--- config.mk ---
export PLATFORM = sky130hd
export DESIGN_NAME = mem_stage
export DESIGN_NICKNAME = d
export VERILOG_FILES = /design/src/rtl/mem_pkg.sv /design/src/rtl/mem_timeout_ctr.sv /design/src/rtl/mem_stage.sv
export SDC_FILE = /design/constraint.sdc
export NUM_CORES = 1
export LEC_CHECK = 0
export CORE_MARGIN = 2
export CORE_UTILIZATION = 37
export CTS_BUF_LIST = sky130_fd_sc_hd__clkbuf_8
export DETAILED_ROUTE_END_ITERATION = 6
export PLACE_DENSITY = 0.7
export SLEW_MARGIN = 20
export SYNTH_ARGS = -nofsm -noshare
export SYNTH_HDL_FRONTEND = slang
export SYNTH_HIERARCHICAL = 1
export SYNTH_SLANG_ARGS = --single-unit
--- constraint.sdc ---
create_clock -name clk -period 2.15 [get_ports clk]
set_input_delay 0.645 -clock clk [delete_from_list [all_inputs] [get_ports clk]]
set_output_delay 0.645 -clock clk [all_outputs]
set_load 0.01 [all_outputs]
--- src/rtl/mem_pkg.sv ---
// Shared types and field indices for the MEM stage.
// Holds the access FSM state enum and the m_MEM / wb_MEM bit positions.
package mem_pkg;

   typedef enum logic {
      IDLE = 1'b0,
      BUSY = 1'b1
   } mem_state_e;

   // m_MEM fields
   localparam int BRANCH     = 2;
   localparam int MEM_READ   = 1;
   localparam int MEM_WRITE  = 0;

   // wb_MEM fields
   localparam int REG_WRITE  = 1;
   localparam int MEM_TO_REG = 0;

endpackage

--- src/rtl/mem_timeout_ctr.sv ---
// Wait counter for an outstanding data-memory access (MEM_TIMEOUT_EN only).
// Ports: clk, rst_n, start (entering BUSY), busy, ack -> abort_raw.
module mem_timeout_ctr
   import mem_pkg::*;
#(
   parameter int TIMEOUT_CYC = 255
) (
   input  logic clk,
   input  logic rst_n,
   input  logic start,
   input  logic busy,
   input  logic ack,
   output logic abort_raw
);

   localparam int W = (TIMEOUT_CYC < 1) ? 1 : $clog2(TIMEOUT_CYC + 1);
   localparam logic [W-1:0] LIMIT = W'(TIMEOUT_CYC);

   logic [W-1:0] cnt;

   always_ff @(posedge clk or negedge rst_n) begin
      if (!rst_n) begin
         cnt <= '0;
      end else if (start) begin
         cnt <= '0;
      end else if (busy && !ack && cnt != LIMIT) begin
         cnt <= cnt + 1'b1;
      end
   end

   assign abort_raw = busy && (cnt == LIMIT);

endmodule

--- src/rtl/mem_stage.sv ---
// MEM pipeline stage: req/ack data-memory access, stall, MEM/WB register.
// Ports: EX/MEM inputs, dmem_* port, stall, pcsrc, *_WB outputs,
// mem_err (only when MEM_TIMEOUT_EN is defined). TIMEOUT_CYC sizes the abort.
module mem_stage
   import mem_pkg::*;
#(
   parameter int TIMEOUT_CYC = 255
) (
   input  logic        clk,
   input  logic        rst_n,
   input  logic [31:0] res,
   input  logic [31:0] write_data_ex,
   input  logic [4:0]  write_register,
   input  logic        zero,
   input  logic [2:0]  m_MEM,
   input  logic [1:0]  wb_MEM,
   output logic        dmem_req,
   output logic        dmem_we,
   output logic [31:0] dmem_addr,
   output logic [31:0] dmem_wdata,
   input  logic        dmem_ack,
   input  logic [31:0] dmem_rdata,
   output logic        stall,
   output logic        pcsrc,
   output logic [1:0]  wb_WB,
   output logic [31:0] read_data,
   output logic [31:0] alu_res_WB,
`ifdef MEM_TIMEOUT_EN
   output logic [4:0]  write_register_WB,
   output logic        mem_err
`else
   output logic [4:0]  write_register_WB
`endif
);

   mem_state_e state, state_nxt;

   logic        access;
   logic        req_c, we_c;
   logic [31:0] addr_c, wdata_c;
   logic        cap_we;
   logic [31:0] cap_addr, cap_wdata;
   logic        go_busy;
   logic        abort;
   logic        done_rd;

   assign access = m_MEM[MEM_READ] | m_MEM[MEM_WRITE];
   assign pcsrc  = m_MEM[BRANCH] & zero;

   assign go_busy = (state == IDLE) && access && !dmem_ack;

`ifdef MEM_TIMEOUT_EN
   logic abort_raw;

   mem_timeout_ctr #(
      .TIMEOUT_CYC(TIMEOUT_CYC)
   ) u_ctr (
      .clk      (clk),
      .rst_n    (rst_n),
      .start    (go_busy),
      .busy     (state == BUSY),
      .ack      (dmem_ack),
      .abort_raw(abort_raw)
   );

   // a late ack beats the timeout
   assign abort = abort_raw & ~dmem_ack;

   always_ff @(posedge clk or negedge rst_n) begin
      if (!rst_n) begin
         mem_err <= 1'b0;
      end else if (abort) begin
         mem_err <= 1'b1;
      end
   end
`else
   assign abort = 1'b0;
`endif

   always_ff @(posedge clk or negedge rst_n) begin
      if (!rst_n) begin
         state <= IDLE;
      end else begin
         state <= state_nxt;
      end
   end

   always_comb begin
      state_nxt = state;
      req_c     = 1'b0;
      we_c      = 1'b0;
      addr_c    = '0;
      wdata_c   = '0;
      unique case (state)
         IDLE: begin
            if (access) begin
               req_c   = 1'b1;
               // both bits set counts as a write
               we_c    = m_MEM[MEM_WRITE];
               addr_c  = {res[31:2], 2'b00};
               wdata_c = write_data_ex;
               if (!dmem_ack) state_nxt = BUSY;
            end
         end
         BUSY: begin
            if (dmem_ack || abort) state_nxt = IDLE;
            if (!abort) begin
               req_c   = 1'b1;
               we_c    = cap_we;
               addr_c  = cap_addr;
               wdata_c = cap_wdata;
            end
         end
         default: state_nxt = IDLE;
      endcase
   end

   // reset kills the request at once, even with an access on the inputs
   assign dmem_req   = rst_n & req_c;
   assign dmem_we    = rst_n & we_c;
   assign dmem_addr  = rst_n ? addr_c  : '0;
   assign dmem_wdata = rst_n ? wdata_c : '0;

   assign stall   = dmem_req & ~dmem_ack & ~abort;
   assign done_rd = dmem_req & dmem_ack & ~dmem_we;

   always_ff @(posedge clk or negedge rst_n) begin
      if (!rst_n) begin
         cap_we    <= 1'b0;
         cap_addr  <= '0;
         cap_wdata <= '0;
      end else if (go_busy) begin
         cap_we    <= m_MEM[MEM_WRITE];
         cap_addr  <= {res[31:2], 2'b00};
         cap_wdata <= write_data_ex;
      end
   end

   always_ff @(posedge clk or negedge rst_n) begin
      if (!rst_n) begin
         wb_WB             <= '0;
         read_data         <= '0;
         alu_res_WB        <= '0;
         write_register_WB <= '0;
      end else if (stall) begin
         // bubble: WB must not write the register twice
         wb_WB <= 2'b00;
      end else begin
         wb_WB             <= abort ? 2'b00 : wb_MEM;
         read_data         <= done_rd ? dmem_rdata : 32'h0;
         alu_res_WB        <= res;
         write_register_WB <= write_register;
      end
   end

endmodule

==> flow_metrics.env <==
export IMPL_syn_area_um2=6240
export IMPL_fmax_ghz=0.405
export IMPL_route_met2_wl_mm=9.74
export IMPL_path_clk_slew_ns=0.08
export IMPL_drive_above_1_share=0.427
export IMPL_clock_skew_ns=0.00712
export IMPL_ys_seq_area_frac=0.542
export IMPL_initial_core_util=0.378
export IMPL_ioPinCount=249
export IMPL_routed_wl_mm=18.9
export IMPL_drt_pre_antenna_iters=4
export IMPL_cts_root_buf="clkbuf_8"
export IMPL_gp_congestion=0.772
export IMPL_grt_setup_unrepaired="true"
export IMPL_final_max_slew_viol_count=0
export IMPL_synth_largest_area_cell="dfrtp_1"
export IMPL_final_util=0.602
export IMPL_area_delta_synth_final_pct=59.4
export IMPL_finalSetupViolCount=64
export IMPL_num_fill_cells=1325
export IMPL_vias_per_cell=4.97
export IMPL_ys_ff_latch=135
export IMPL_netlist_area_leader_share=0.542
export IMPL_grt_max_degree=49
export IMPL_highest_layer="met4"
export IMPL_drtIter0Drc=109
export IMPL_leakage_nw=4.43
export IMPL_wl_met1_mm=7.77
export IMPL_status="complete, but fails checks"
export IMPL_portBuffers=246
export IMPL_critPathTopFamily="buffers and inverters"
export IMPL_period_share=1.15
export IMPL_r2r_start="state"
export IMPL_crit_path_end_kind="output port"
export IMPL_route_vias_total=4941
export IMPL_violations="negative setup slack"
export IMPL_dp_hpwl_mm=12.6
export IMPL_holdCritPathClass="in -> async"
export IMPL_cp_required_ns=1.50
export IMPL_netlist_top_cells_area="dfrtp_1 54%, mux2_4 14%, a22oi_1 7.5%"
export IMPL_cts_buffers=17
export IMPL_num_rows=47
export IMPL_overflow=0
export IMPL_htree_levels=4
export IMPL_critPathMaxStageDelay_ns=0.25
export IMPL_cts_sinks=135
export IMPL_die_height_um=134
export IMPL_p_per_area_nw_per_um2=711
export IMPL_clockBufferDepth=2
export IMPL_cp_startpoint="m_MEM[0]"
export IMPL_irDropWorstVdd_uv=437
export IMPL_routedWlPerCell_um=19.0
export IMPL_nets=870
export IMPL_yosysWarnings=6
export IMPL_timing_critical_path_buf_inv=5
export IMPL_grt_pass1_vias=5369
export IMPL_slowest_stage="o21ba_4"
export IMPL_antenna_found_initial=1
export IMPL_clkLatencyLatePin_ns=0.44
export IMPL_antenna_left=0
export IMPL_postCtsHoldBufs=0
export IMPL_dr_wl_met3_um=968
export IMPL_synth_cell_types=23
export IMPL_worstPathMaxFanout=6
export IMPL_core_um2=16500
export IMPL_die_x_um=134
export IMPL_grt_pass1_wl_mm=29.2
export IMPL_cts_tree="built"
export IMPL_period_minus_slack_ns=2.47
export IMPL_drc=0
export IMPL_hold_viol=0
export IMPL_setup_slack_ns=-0.320
export IMPL_die_area_um2=17900
export IMPL_cp_arrival_ns=1.82
export IMPL_crit_chain="clkdlybuf4s15_2 -> o21ba_4 -> buf_12 -> buf_16 -> buf_6 -> a22oi_2 -> nor2b_1 -> buf_2"
export IMPL_grt_total_usage=0.209
export IMPL_synth_area_per_cell_um2=13.9
export IMPL_cp_start_kind="input port"
export IMPL_place_ws_ns=-0.898
export IMPL_worstSetupPathType="in -> out"
export IMPL_maxCapViolCount=0
export IMPL_synthCells=448
==> layer usage <==
layer  vias to the layer above  track usage
met3                        29       0.0533
met5                         -            0
li1                       2246            -
met1                      2510        0.255
met2                       156        0.359
met4                         0       0.0768
==> layout make-up <==
cell class,instances,area (um^2),area share
clock buffer,18,248,0.0249
timing repair buffer,333,3070,0.308
antenna,1,2.50,0.000252
sequential,135,3380,0.340
tap,220,275,0.0277
clock inverter,14,168,0.0169
multi-input combinational,273,2810,0.282
==> cells in the mapped netlist <==
cell type and count:
nand2_1 1, buf_4 6, nor2b_4 1, clkbuf_1 20, mux2_2 40, buf_1 1
nor3b_1 1, nor2b_1 66, buf_2 3, nand2b_1 1, a21oi_2 1, or3b_2 1
and2_1 1, conb_1 1, mux2_4 60, a22o_1 32, nor3_1 1, buf_6 11
mux2i_1 1, nor2_1 1, o21ba_1 1, dfrtp_1 135, a22oi_1 62
==> power breakdown <==
| part | total (mW) | leakage (nW) | switching, mW | internal (mW) |
|---|---|---|---|---|
| Sequential | 3.06 | 1.65 | 0.213 | 2.85 |
| Clock | 2.20 | 0.210 | 1.10 | 1.10 |
| Combinational | 1.81 | 2.58 | 0.695 | 1.11 |
==> metrics by stage <==
step	total power [mW]	TNS, ns	hold slack [ns]	area, um^2	cells
finish	7.07	-12.61	0.161	9950	994
global route	7.39	-18.63	0.136	9950	994
CTS	7.10	-15.33	0.121	9830	991
detailed placement	4.82	-112.41	0.491	9380	949
global placement	4.76	-104.62	0.489	9380	949
floorplan	3.88	0	0.349	6240	449
==> cells in the final DEF (no fill, tap or decap), types with 2 or more instances in the layout <==
| cell type | netlist | layout |
|---|---|---|
| bufinv_16 | 0 | 2 |
| buf_16 | 0 | 6 |
| inv_8 | 0 | 3 |
| inv_6 | 0 | 2 |
| buf_12 | 0 | 8 |
| clkbuf_8 | 0 | 18 |
| conb_1 | 1 | 2 |
| a22oi_2 | 0 | 38 |
| buf_6 | 11 | 5 |
| buf_2 | 3 | 63 |
| nor2b_1 | 66 | 66 |
| a22oi_1 | 62 | 24 |
| clkdlybuf4s50_1 | 0 | 176 |
| mux2_2 | 40 | 40 |
| clkinv_4 | 0 | 5 |
| dfrtp_1 | 135 | 134 |
| dlygate4sd2_1 | 0 | 3 |
| clkbuf_16 | 0 | 2 |
| a22o_1 | 32 | 32 |
| buf_4 | 6 | 68 |
| mux2_4 | 60 | 60 |
==> sequential cells by signal, indices dropped and copies added (netlist names) <==
| register | count |
|---|---|
| alu_res_WB | 32 |
| cap_we | 1 |
| wb_WB | 2 |
| cap_wdata | 32 |
| write_register_WB | 5 |
| read_data | 32 |
| cap_addr | 30 |
| state | 1 |
==> logic make-up (layout without fill, tap and decap cells) <==
logic type      Yosys count  count (layout)  synth area share
flops                   135             135             0.542
mux                     101             101             0.218
compound gates           96              96             0.123
simple gates             74              74            0.0750
buf+inv                  41             365            0.0421
other cells               1               3          0.000601
==> path summary, 6_finish.rpt <==
check	to	slack (ns)	cells past startpoint
min in group clk	read_data[5]	0.51	1
min reg2reg	read_data[5]	0.51	1
max reg2reg	cap_wdata[8]	0.16	6
min	state	0.16	2
max	dmem_wdata[25]	-0.32	8
max in group asynchronous	cap_addr[11]	1.45	3
==> timing repair <==
action | 4_1_cts | 5_1_grt
cloned | 5 | 2
pin swaps | 3 | 1
endpoints found under the hold margin | 0 | 0
setup buffers | 5 | 0
setup endpoints to repair | 80 | 68
gates resized for setup | 299 | 16
Note: power is estimated with default switching activity, not from simulation.
